**src/rtl/bubble_sort_ctrl.sv**
```systemverilog
// Sequential bubble-sort accelerator: loads N words, sorts them ascending with one
// compare-and-swap per clock, then streams the sorted words out.
module bubble_sort_ctrl #(
  parameter int unsigned W     = 8,
  parameter int unsigned N     = 8,
  parameter int unsigned IDX_W = 3,
  parameter int unsigned CNT_W = 16
) (
  input  logic             clk,
  input  logic             reset,
  input  logic             in_valid,
  input  logic [W-1:0]     in_data,
  output logic             in_ready,
  output logic             out_valid,
  output logic [W-1:0]     out_data,
  input  logic             out_ready,
  output logic             sort_busy,
  output logic [CNT_W-1:0] swap_count
);

  localparam logic [IDX_W-1:0] LAST_IDX  = IDX_W'(N - 1);
  localparam logic [IDX_W-1:0] LAST_PASS = IDX_W'(N - 2);
  localparam logic [IDX_W-1:0] IDX_ONE   = IDX_W'(1);
  localparam logic [CNT_W-1:0] CNT_ONE   = CNT_W'(1);

  typedef enum logic [1:0] {
    S_LOAD  = 2'd0,
    S_SORT  = 2'd1,
    S_DRAIN = 2'd2
  } state_e;

  state_e state_q, state_d;

  logic [W-1:0]     mem_q [N];
  logic [W-1:0]     mem_d [N];
  logic [IDX_W-1:0] wr_idx_q, wr_idx_d;
  logic [IDX_W-1:0] rd_idx_q, rd_idx_d;
  logic [IDX_W-1:0] cmp_idx_q, cmp_idx_d;
  logic [IDX_W-1:0] pass_q, pass_d;
  logic             swapped_q, swapped_d;
  logic [CNT_W-1:0] swap_count_q, swap_count_d;

  logic [IDX_W-1:0] cmp_nxt;
  logic [W-1:0]     left_w;
  logic [W-1:0]     right_w;
  logic             load_accept;
  logic             load_last;
  logic             do_swap;
  logic             pass_end;
  logic             sort_done;
  logic             drain_accept;
  logic             drain_last;

  // Compare/swap datapath decode
  always_comb begin
    cmp_nxt      = cmp_idx_q + IDX_ONE;
    left_w       = mem_q[cmp_idx_q];
    right_w      = mem_q[cmp_nxt];
    load_accept  = (state_q == S_LOAD) && in_valid;
    load_last    = load_accept && (wr_idx_q == LAST_IDX);
    do_swap      = (state_q == S_SORT) && (left_w > right_w);
    pass_end     = (cmp_idx_q == (LAST_PASS - pass_q));
    // Early exit uses the swap flag including this cycle's compare
    sort_done    = (state_q == S_SORT) && pass_end &&
                   ((pass_q == LAST_PASS) || !(swapped_q || do_swap));
    drain_accept = (state_q == S_DRAIN) && out_ready;
    drain_last   = drain_accept && (rd_idx_q == LAST_IDX);
  end

  // State register
  always_ff @(posedge clk) begin
    if (reset) begin
      state_q <= S_LOAD;
    end else begin
      state_q <= state_d;
    end
  end

  // Next-state logic
  always_comb begin
    state_d = state_q;
    unique case (state_q)
      S_LOAD:  if (load_last)  state_d = S_SORT;
      S_SORT:  if (sort_done)  state_d = S_DRAIN;
      S_DRAIN: if (drain_last) state_d = S_LOAD;
      default: state_d = S_LOAD;
    endcase
  end

  // Output decode
  always_comb begin
    in_ready   = 1'b0;
    out_valid  = 1'b0;
    sort_busy  = 1'b0;
    out_data   = '0;
    swap_count = swap_count_q;
    unique case (state_q)
      S_LOAD:  in_ready  = 1'b1;
      S_SORT:  sort_busy = 1'b1;
      S_DRAIN: begin
        out_valid = 1'b1;
        out_data  = mem_q[rd_idx_q];
      end
      default: in_ready = 1'b0;
    endcase
  end

  // Index, pass and counter next values
  always_comb begin
    wr_idx_d     = wr_idx_q;
    rd_idx_d     = rd_idx_q;
    cmp_idx_d    = cmp_idx_q;
    pass_d       = pass_q;
    swapped_d    = swapped_q;
    swap_count_d = swap_count_q;

    if (load_accept) begin
      wr_idx_d = wr_idx_q + IDX_ONE;
    end
    if (load_last) begin
      wr_idx_d     = '0;
      pass_d       = '0;
      cmp_idx_d    = '0;
      swapped_d    = 1'b0;
      swap_count_d = '0;
    end

    if (do_swap) begin
      swapped_d = 1'b1;
      if (swap_count_q != '1) begin
        swap_count_d = swap_count_q + CNT_ONE;
      end
    end

    if (state_q == S_SORT) begin
      if (!pass_end) begin
        cmp_idx_d = cmp_nxt;
      end else if (sort_done) begin
        rd_idx_d = '0;
      end else begin
        pass_d    = pass_q + IDX_ONE;
        cmp_idx_d = '0;
        swapped_d = 1'b0;
      end
    end

    if (drain_accept) begin
      rd_idx_d = drain_last ? '0 : (rd_idx_q + IDX_ONE);
    end
  end

  // Array next value: load write or in-place swap
  always_comb begin
    for (int i = 0; i < int'(N); i++) begin
      mem_d[i] = mem_q[i];
    end
    if (load_accept) begin
      mem_d[wr_idx_q] = in_data;
    end
    if (do_swap) begin
      mem_d[cmp_idx_q] = right_w;
      mem_d[cmp_nxt]   = left_w;
    end
  end

  // Control registers
  always_ff @(posedge clk) begin
    if (reset) begin
      wr_idx_q     <= '0;
      rd_idx_q     <= '0;
      cmp_idx_q    <= '0;
      pass_q       <= '0;
      swapped_q    <= 1'b0;
      swap_count_q <= '0;
    end else begin
      wr_idx_q     <= wr_idx_d;
      rd_idx_q     <= rd_idx_d;
      cmp_idx_q    <= cmp_idx_d;
      pass_q       <= pass_d;
      swapped_q    <= swapped_d;
      swap_count_q <= swap_count_d;
    end
  end

  // Array storage is not reset; contents are don't-care until loaded
  always_ff @(posedge clk) begin
    for (int i = 0; i < int'(N); i++) begin
      mem_q[i] <= mem_d[i];
    end
  end

endmodule

```
**config.mk**
```make
export PLATFORM = sky130hd
export DESIGN_NAME = bubble_sort_ctrl
export DESIGN_NICKNAME = d
export VERILOG_FILES = /design/src/rtl/bubble_sort_ctrl.sv
export SDC_FILE = /design/constraint.sdc
export NUM_CORES = 1
export LEC_CHECK = 0
export ABC_AREA = 1
export CORE_MARGIN = 2
export CORE_UTILIZATION = 30
export CTS_CLUSTER_DIAMETER = 60
export DETAILED_ROUTE_END_ITERATION = 16
export HOLD_SLACK_MARGIN = 0.03
export PLACE_DENSITY_LB_ADDON = 0.05
export SKIP_LAST_GASP = 1
export SYNTH_ARGS = -nofsm -noshare
export SYNTH_HDL_FRONTEND = slang
export SYNTH_SLANG_ARGS = --single-unit
```
**constraint.sdc**
```tcl
create_clock -name clk -period 4.7 [get_ports clk]
set_input_delay 0.705 -clock clk [delete_from_list [all_inputs] [get_ports clk]]
set_output_delay 0.705 -clock clk [all_outputs]
set_load 0.05 [all_outputs]
```
# --- After elaboration in Yosys (flattened, before gate mapping) ---
# Memories as Yosys holds them, arrays and structs flattened. A register that Yosys moved wholly into a read port is not among the register bits.
# Cells that the tools add are included.
classes:
  n_mux: 43
  bitwise: 3
  add_sub_neg: 6
  reduce_logical: 20
  eq_ne: 10
  n_lt_le_gt_ge: 7
op_table:
  columns: ["cell", "n"]
  rows:
  - ["64-bit bitwise mux", 3]
  - ["64-bit two-way mux", 2]
  - ["8-bit demux with 3-bit select", 3]
  - ["16-bit two-way mux", 3]
  - ["3-bit two-way mux", 16]
  - ["8-bit two-way mux", 4]
  - ["16-bit by 1-bit adder with 16-bit output, second input constant", 1]
  - ["16-bit != test, second input constant", 1]
  - ["3-bit by 1-bit adder with 3-bit output, second input constant", 4]
  - ["4-bit >= comparator, second input constant", 3]
  - ["4-bit by 1-bit < comparator with 1-bit output, second input constant", 3]
  - ["3-bit NOT with 4-bit output", 3]
  - ["1-bit logical AND", 10]
  - ["3-bit == test, second input constant", 3]
  - ["8-bit > comparator", 1]
  - ["1-bit two-way mux", 8]
  - ["2-bit two-way mux", 3]
  - ["2-bit != test, second input constant", 3]
  - ["2-bit one-hot mux with 3 select lines", 1]
  - ["3-bit AND reduction", 2]
  - ["2-bit nonzero test", 3]
  - ["3-bit == test", 1]
  - ["3-bit subtractor, first input constant", 1]
  - ["2-bit by 1-bit == test with 1-bit output, second input constant", 1]
  - ["5 further kinds", 6]
word_totals:
  output_inout_bits: 27
  inputBits: 12
  register_bits: 31
  mem_bits_rw: 64
  word_cells: 97
  memories: 1
mem_list:
  columns: ["memory", "words", "width", "rd", "rd_clocked_by_memory_dff", "write_ports", "line_no", "rtl"]
  rows:
  - ["mem_q", 8, 8, 11, 2, 8, "34", "logic [W-1:0] mem_q [N];"]

# --- Depth between registers and ports, before layout ---
# An unclocked memory read counts as a cell.
depth:
  depth_word: 14
  ltp_mapped: 27
  ltp_nobuf: 25

# --- Worst setup path before layout ---
# No wires, ideal clock.
synth_path:
  path_kind: "reg-to-reg"
  from: "reg cmp_idx_q[0]"
  to: "reg cmp_idx_q[1]"
  period_less_slack_ns: 2.863
  slack_ns: 1.837
  t_arrival_ns: 2.731
  stages_incl_launch_ff: 22
  n_path_buf: 2
  t_required_ns: 4.568
  setup_ns: 0.132
  cell_sequence: "dfxtp_1 > ha_1 > inv_2 > buf_2 > nand3_2 > o22ai_1 > nor2_1 > nand2_2 > inv_1 > ha_1 > nand2_1 > nor2_1 > nand2_1 > nand2_1 > nand2_1 > buf_2 > nand2_2 > nand2_1 > nand2_2 > nand2_2 > nand2_1 > a21oi_1"
synth_between:
  elab_chain_len: 11
  elab_cells_between_ends: 13
  classes_between: "add/sub: 1; order compare: 1; eq/ne: 1; mux: 3; reduce/logical: 6; memory: 1"
synth_lines:
  columns: ["item", "line_no", "rtl"]
  rows:
  - ["start: declaration", "38", "logic [IDX_W-1:0] cmp_idx_q, cmp_idx_d;"]
  - ["start signal: assignment", "178", "cmp_idx_q <= cmp_idx_d;"]
  - ["3-bit by 1-bit adder with 3-bit output", "56", "cmp_nxt = cmp_idx_q + IDX_ONE;"]
  - ["memory 8 x 8 bit", null, null]
  - ["8-bit > comparator", "61", "do_swap = (state_q == S_SORT) && (left_w > right_w);"]
  - ["1-bit logical AND", "61", null]
  - ["1-bit logical OR", "65", "((pass_q == LAST_PASS) || !(swapped_q || do_swap));"]
  - ["1-bit logical NOT", "65", null]
  - ["1-bit logical OR", "65", null]
  - ["1-bit logical AND", "64", "sort_done = (state_q == S_SORT) && pass_end &&"]
  - ["3-bit two-way mux", "138", "end else if (sort_done) begin"]
  - ["3-bit two-way mux (*)", "136", "if (!pass_end) begin"]
  - ["3-bit two-way mux (*)", "135", "if (state_q == S_SORT) begin"]
# Mark *: on every way between the ends. The rest lies on a longest branch, timed or not.
# A chain may end at the register's enable or synchronous reset.

==> metrics.csv <==
stage,metric,value,unit
job,maxCapViolations,0,
yosys,netlist.area_leader.share,26.3,%
floorplanning,die_height,162,um
clocking,cts_buffer_depth,2,
outcome,status,completed,
finish,final_util,34.5,%
worst_setup_path,critPathKind,reg2out,
power,total_power,0.00245,W
grt,grt_max_degree,40,
yosys,synthDistinctLibCells,45,
worst_setup_path,r2r-end,mem_q[1][2],
floorplanning,core-area,24300,um^2
finish,register_area,1960,um^2
route,avgViaCountPerCell,5.16,
worst_setup_path,ff2ff_path_depth,18,
finish,multi_input_area,4660,um^2
hold_path,hold_path_depth,1,
yosys,synth-seq-cells,98,
sta,min_period_over_period,85.4,%
clocking,cts_setup_buffers,0,
floorplanning,num_rows,57,
route,routedWlPerCell,19.8,um
placed_design,hpwl,23.7,mm
grt,grt.total_usage,24.1,%
floorplanning,start_util,30.6,%
clocking,htree_levels,3,
sta,layout_min_cycle_time,4.01,ns
finish,drive_gt1_share,9.23,%
worst_setup_path,crit_fanout,33,
route,num_vias,8095,
finish,layout.nets,1269,
sta,maxSlewViolCount,0,
finish,nFillCells,2707,
sta,setup_violations,0,
clocking,cts_tree,built,
route,first_pass_iters,8,
grt,grt_pass1_wl,47.5,mm
route,postRouteAntennaNets,0,
route,drt_iter0_markers,771,
floorplanning,ios,39,
clocking,clk_latency,0.37,ns
clocking,ctsResizeCount,0,
power,p_leak,3.75,nW
worst_setup_path,required,3.99,ns
clocking,cts.sinks,98,
yosys,synthCells,1224,
finish,diodes,0,
yosys,synth-async-reset-ratio,0,%
clocking,clkTransAtPathRegs,0.07,ns
finish,syn2layout_area_growth,12.7,%
worst_setup_path,regToRegSetupSlack,0.77,ns
placed_design,gp_congestion,0.978,
yosys,yosysWarnings,0,
floorplanning,die_area,26100,um^2
yosys,syn_nets,1252,
power,powerDensity,292,nW/um^2
yosys,synth_seq_area_share,26.3,%
worst_setup_path,cp.arrival,3.31,ns
grt,gr-total-overflow,0,
grt,grt_antenna_before_repair,0,
sta,fin_tns_setup,0,ns
route,routed_wl,31.1,mm
yosys,synthTopCellsByArea,"dfxtp_1 (26%), nand2_1 (24%), o21ai_0 (6.7%)",
worst_setup_path,setup.worst_path.start_class,flip-flop,
sta,max_clock_freq,0.249,GHz
sta,rsz0062_at_grt,false,
floorplanning,die_x,162,um
sta,worst_slew_pin_slew,0.848,ns
placed_design,placed_cell_area,8080,um^2
sta,skew,0.0118,ns
placed_design,io_buffers,38,
yosys,synth-main-ff-cell,dfxtp_1,
finish,design_area,8390,um^2
worst_setup_path,setup.worst_path.end_class,output port,
power,ir_drop,0.000155,V
yosys,synth_area_leader_cell,dfxtp_1,
clocking,cts_buffers,9,
hold_path,min_from,rd_idx_q[0],
yosys,netlist_area,7450,um^2
worst_setup_path,r2r-start,cmp_idx_q[1],
grt,grt_pass1_vias,7680,
sta,slew_headroom,43.4,%
route,drc_errors,0,
sta,hold_violations,0,
clocking,root_buffer,clkbuf_16,
yosys,synth_enable_flop_cells,0,
hold_path,hold_class,reg2reg,
yosys,syn_area_per_cell,6.08,um^2
clocking,cts-hold-fix-buffers,0,
-- worst max-delay path, stage by stage (launching register included) --
cell and delay, ns:
dfxtp_1 0.31, buf_4 0.32, inv_1 0.47, a21oi_1 0.24, o21ai_0 0.09, nand3_1 0.11
nand2_1 0.07, a31oi_1 0.42, clkdlybuf4s50_1 0.90
-- cells by family (layout without fill, tap and decap cells) --
family	after synthesis	in the layout	synth area share (%)
AND/OR/NAND/NOR	624	624	36.0
AO/OA/AOI/OAI	287	287	22.9
buffers and inverters	190	212	11.0
flip-flops	98	98	26.3
adder cells (fa/ha/maj)	16	16	2.69
XOR/XNOR	9	9	1.06
-- flip-flops by register name (all words and copies together), names as in the netlist, named ones only --
name / flops
swap_count: 16
pass_q: 3
mem_q: 64
state_q: 2
cmp_idx_q: 3
swapped_q: 1
rd_idx_q: 3
wr_idx_q: 3
-- layout by cell type (no fill, tap or decap), drive strengths merged --
cell type	count
a21o	1
nor3	8
nand3	53
bufinv	1
or2	2
xor2	7
clkinvlp	2
nor4	1
clkbuf	10
nand3b	1
buf	16
o211ai	55
nor3b	1
o2bb2ai	1
nor2	55
clkinv	4
a22oi	1
a211oi	1
nand4	9
clkdlybuf4s50	38
a31oi	8
nand2	494
dfxtp	98
ha	16
xnor2	2
a21oi	64
o21ai	115
inv	141
o22ai	41
-- metrics by stage --
stage	worst slack, ns	instances	hold WS [ns]
after floorplan	1.84	1224	0.457
after global placement	0.883	1554	0.491
after detailed placement	0.796	1554	0.493
after CTS	0.760	1570	0.507
after global routing	0.456	1570	0.536
final	0.686	1570	0.503
-- cell usage after synthesis (8+ instances only) --
cell / n
a21oi_1: 62
a31oi_1: 8
buf_2: 21
clkbuf_1: 15
dfxtp_1: 98
ha_1: 16
inv_1: 122
inv_2: 15
nand2_1: 476
nand2_2: 17
nand3_1: 39
nand3_2: 12
nor2_1: 42
nor2_2: 11
o211ai_1: 54
o21ai_0: 100
o21ai_2: 9
o22ai_1: 41
-- layout make-up --
class                           instances  share of cell area [%]
Multi-Input combinational cell        936                    55.6
Sequential cell                        98                    23.4
Tap cell                              324                    4.83
Clock buffer                           10                    2.85
Clock inverter                          6                   0.880
Inverter                              142                    6.47
Timing Repair Buffer                   54                    5.97
-- layer usage --
| layer | global-route usage (%) | routed length [um] | vias up |
|---|---|---|---|
| met4 | 9.74 | 1060 | 0 |
| met1 | 32.0 | 13900 | 3697 |
| met3 | 3.57 | 1860 | 56 |
| met2 | 39.0 | 14300 | 287 |
| li1 | - | - | 4055 |
| met5 | 0 | 0 | - |
-- power by group --
group | switching [W] | internal (W) | total [W]
Sequential | 0.0000881 | 0.000933 | 0.00102
Combinational | 0.000412 | 0.000193 | 0.000605
Clock | 0.000387 | 0.000435 | 0.000822
Total | 0.000887 | 0.00156 | 0.00245
-- how the worst max path moves through the flow --
stage | from | end | slack, ns | depth (start not counted)
floorplan | cmp_idx_q[0] | cmp_idx_q[1] | 1.84 | 21
global placement | cmp_idx_q[1] | mem_q[1][3] | 0.88 | 18
detailed placement | cmp_idx_q[1] | mem_q[1][3] | 0.80 | 18
CTS | cmp_idx_q[1] | mem_q[1][0] | 0.76 | 17
global route | cmp_idx_q[1] | mem_q[1][6] | 0.46 | 17
finish | flip-flop | out_data[5] | 0.69 | 8
No activity file was read; power rests on OpenSTA's default activity.
==> RTL change 1 (same settings) <==
`IDX_W`: 3 -> 2.
--- a/src/rtl/bubble_sort_ctrl.sv
+++ b/src/rtl/bubble_sort_ctrl.sv
@@ -3,7 +3,7 @@
 module bubble_sort_ctrl #(
   parameter int unsigned W     = 8,
   parameter int unsigned N     = 8,
-  parameter int unsigned IDX_W = 3,
+  parameter int unsigned IDX_W = 2,
   parameter int unsigned CNT_W = 16
 ) (
   input  logic             clk,
Check against the original RTL: not equivalent (a bounded check fails within 10 cycles, from zero or initial values and one cycle with reset high).
==> RTL change 1 against the original RTL <==
- total power decreased by 23%
- largest power group is now clock
- synthesized cell count down 49%
- first-iteration DRC count decreased by 44%
- largest cell class unchanged
- routed wire length decreased by 54%
- synthesized area down 43%
- setup slack better by 280 ps
- cell count shrank 47%
- design area is 39% lower
- die area down 42%
- sequential cell count shrank 37
- sequential power shrank 33%
- sequential share of layout area is 0.49 points higher
- maximum frequency increased by 7.5%
==> RTL change 1: results <==
power_and_ir_drop:
  leakagePower_nw: 2.00
  ir_drop_v: 0.000187
  power.switching_uw: 611
placed_design:
  place_hpwl_mm: 9.82
  gp_congestion: 0.859
  io_buffers: 38
drt:
  drtPass1Iterations: 5
  drt-initial-drc-count: 428
  num_vias: 4452
  wl_mm: 14.4
global_routing:
  first_global_vias: 4115
  grt_pass1_wl_mm: 22.8
  grt_use_total: 0.199
  grt_start_max_net_pins: 40
clocking:
  insertion_delay_ps: 340
final_layout:
  fin_nets: 679
  final_layout_size_suffix_gt1_frac: 0.0704
  largest_reg_flops: 32
  regMostFlops: "mem_q"
synth:
  synthTopCellsByCount: "nand2_1, o21ai_0, a21oi_1"
  syn_nets: 654
  ys_seq_area_frac: 0.286
  synth_area_leaders: "dfxtp_1, o21ai_0, nand2_1, a21oi_1, mux2i_1"
  ys_types: 40
timing:
  finClkSkew_ps: 3.16
  worst_slew_pin_slew_ps: 818
setup_path:
  cp.arrival_ps: 4000
  path_max_fanout: 32
outcome:
  status: "complete, no violations"
RTL change 1: logic make-up after synthesis:
logic type / synth area share
AOI/OAI and AO/OA: 0.305
and+or+nand+nor: 0.191
buffers and inverters: 0.0953
DFF: 0.286
muxes: 0.0563
adders and majority gates: 0.0557
xor gates and xnor gates: 0.0103
RTL change 1: per-stage QoR:
stage	instances	setup WS [ps]	cell area, sq um	util
3_5_place_dp	817	1040	4770	0.344
5_1_grt	833	583	5110	0.368
4_1_cts	833	1040	5110	0.368
6_report	833	967	5110	0.368
2_1_floorplan	623	1860	4270	-
3_3_place_gp	817	1050	4770	0.344
RTL change 1: worst paths after layout:
| check | startpoint | slack [ps] | to | cells past startpoint |
|---|---|---|---|---|
| worst max register to register | cmp_idx_q[0] | 970 | mem_q[0][0] | 17 |
| worst min register to register | rd_idx_q[0] | 480 | rd_idx_q[0] | 1 |
| worst max-delay path | cmp_idx_q[0] | 970 | mem_q[0][0] | 17 |
| worst min-delay path | rd_idx_q[0] | 480 | rd_idx_q[0] | 1 |
RTL change 1: final cells by class:
class	count	area, sq um
clock inverter	5	82.6
multi-input combinational	464	2640
fill	1514	8770
clock buffer	11	253
tap	180	225
timing repair buffer	46	440
inverter	66	248
sequential	61	1220
RTL change 1: worst max-delay path: stages (launching register included):
cell and delay, ps:
dfxtp_1 300, inv_1 50, buf_4 300, ha_1 350, inv_1 290, a21oi_1 70
o21ai_0 90, nand2_1 160, ha_1 310, nand2_1 70, nor2_1 160, nand2_1 70
nand2_1 70, nand2_2 250, buf_4 300, a21oi_2 540, inv_1 90, a32oi_1 160
RTL change 1: power by group through the flow:
| stage | Combinational, mW | Clock (mW) | Sequential, mW |
|---|---|---|---|
| after global placement | 0.441 | 0 | 0.696 |
| after CTS | 0.437 | 0.777 | 0.684 |
| after floorplan | 0.329 | 0 | 0.672 |
| final | 0.440 | 0.759 | 0.686 |
| after detailed placement | 0.433 | 0 | 0.694 |
| after global routing | 0.510 | 0.791 | 0.698 |
RTL change 1: layer usage:
layer,part of all wire,global-route usage,vias up
li1,-,-,2213
met1,0.50,0.290,2075
met2,0.42,0.281,144
met3,0.064,0.0387,20
met4,0.018,0.0852,0
met5,0,0,-
==> RTL change 2 (same settings) <==
Without the edit above. The 3 states of `state_e` get a one-hot encoding in 3 bits.
--- a/src/rtl/bubble_sort_ctrl.sv
+++ b/src/rtl/bubble_sort_ctrl.sv
@@ -23,10 +23,10 @@
   localparam logic [IDX_W-1:0] IDX_ONE   = IDX_W'(1);
   localparam logic [CNT_W-1:0] CNT_ONE   = CNT_W'(1);
 
-  typedef enum logic [1:0] {
-    S_LOAD  = 2'd0,
-    S_SORT  = 2'd1,
-    S_DRAIN = 2'd2
+  typedef enum logic [2:0] {
+    S_LOAD  = 3'b001,
+    S_SORT  = 3'b010,
+    S_DRAIN = 3'b100
   } state_e;
 
   state_e state_q, state_d;
Behaviour: same outputs for any inputs over 10 cycles, from zero or initial values and one cycle with reset high; not proved beyond that.
==> RTL change 2 against the original RTL <==
- synthesized cell count up 5.4%
- synthesized area rose by 2.7%
- critical path depth rose by 15
- count of clock-buffer cells in the layout down 1
- sequential cell count grew 1
- via count is 5.7% higher
- sequential share of layout area decreased by 0.44 points
- setup slack got worse by 210 ps
- total power down 0.59%
- core utilization fell by 0.10 points
- design area increased by 2.9%
- routed wire length rose by 3.6%
- worst hold slack got worse by 16 ps
- register-to-register slack worse by 290 ps
- critical path type is now reg2reg
- critical endpoint is now cmp_idx_q[0]
- largest cell class unchanged
- largest power group unchanged
==> RTL change 2: results <==
synth:
  synth_area_leaders: "dfxtp_1, nand2_1, o21ai_0, inv_1, a21oi_1"
  ys_types: 40
  ys_seq_area_frac: 0.259
  synth_xor_area_frac: 0.0160
  synthTopCellsByCount: "nand2_1, inv_1, o21ai_0"
  synth_fa_ha_area_frac: 0.0262
drt:
  wl_met2_mm: 14.3
  wl_per_cell_microns: 19.6
  num_vias: 8553
  drt-initial-drc-count: 779
  drtPass1Iterations: 6
final_layout:
  final_layout_size_suffix_gt1_frac: 0.0800
  fin_nets: 1335
setup_path:
  r2r_cells: 23
  crit_family: "simple AND/OR/NAND/NOR gates"
  path_max_fanout: 68
  crit_path_end: "cmp_idx_q[0]"
  cp.arrival_ps: 4520
  max_stage_delay_ps: 540
  worst_path_max_delay_cell: "buf_4"
global_routing:
  grt_pass1_wl_mm: 48.9
  grtUsageMet2: 0.381
  grt_use_total: 0.244
  grt_start_max_net_pins: 69
timing:
  finClkSkew_ps: 10.6
  worst_slew_pin_slew_ps: 787
power_and_ir_drop:
  clkPwrFrac: 0.334
  power.switching_uw: 880
placed_design:
  gp_congestion: 0.947
outcome:
  status: "complete, no violations"
-- RTL change 2: changes by cell type in the layout (fill, tap and decap cells not counted), sizes merged, moves of 11 or more --
cell    unedited run  this run
o21ai            115       154
buf               16        33
o211ai            55        37
a21oi             64        81
nor2              55        66
nor3               8        21
nand3             53        68
inv              141       168
nand2            494       445
-- RTL change 2: per-stage QoR --
step                      setup slack [ps]  hold slack, ps  power, mW  area (sq um)  std cells
final                                  481             487       2.43          8630       1642
after global routing                   104             525       2.57          8630       1642
after CTS                              556             490       2.45          8630       1642
after detailed placement               577             478       1.63          8330       1626
after global placement                 637             482       1.64          8330       1626
after floorplan                       1780             457       1.40          7650       1290
-- RTL change 2: area by class of cell --
class / instances / area (sq um)
Tap cell: 330 / 413
Fill cell: 2910 / 16500
Clock inverter: 7 / 82.6
Multi-Input combinational cell: 966 / 4730
Timing Repair Buffer: 64 / 571
Clock buffer: 9 / 225
Sequential cell: 99 / 1980
Inverter: 167 / 629
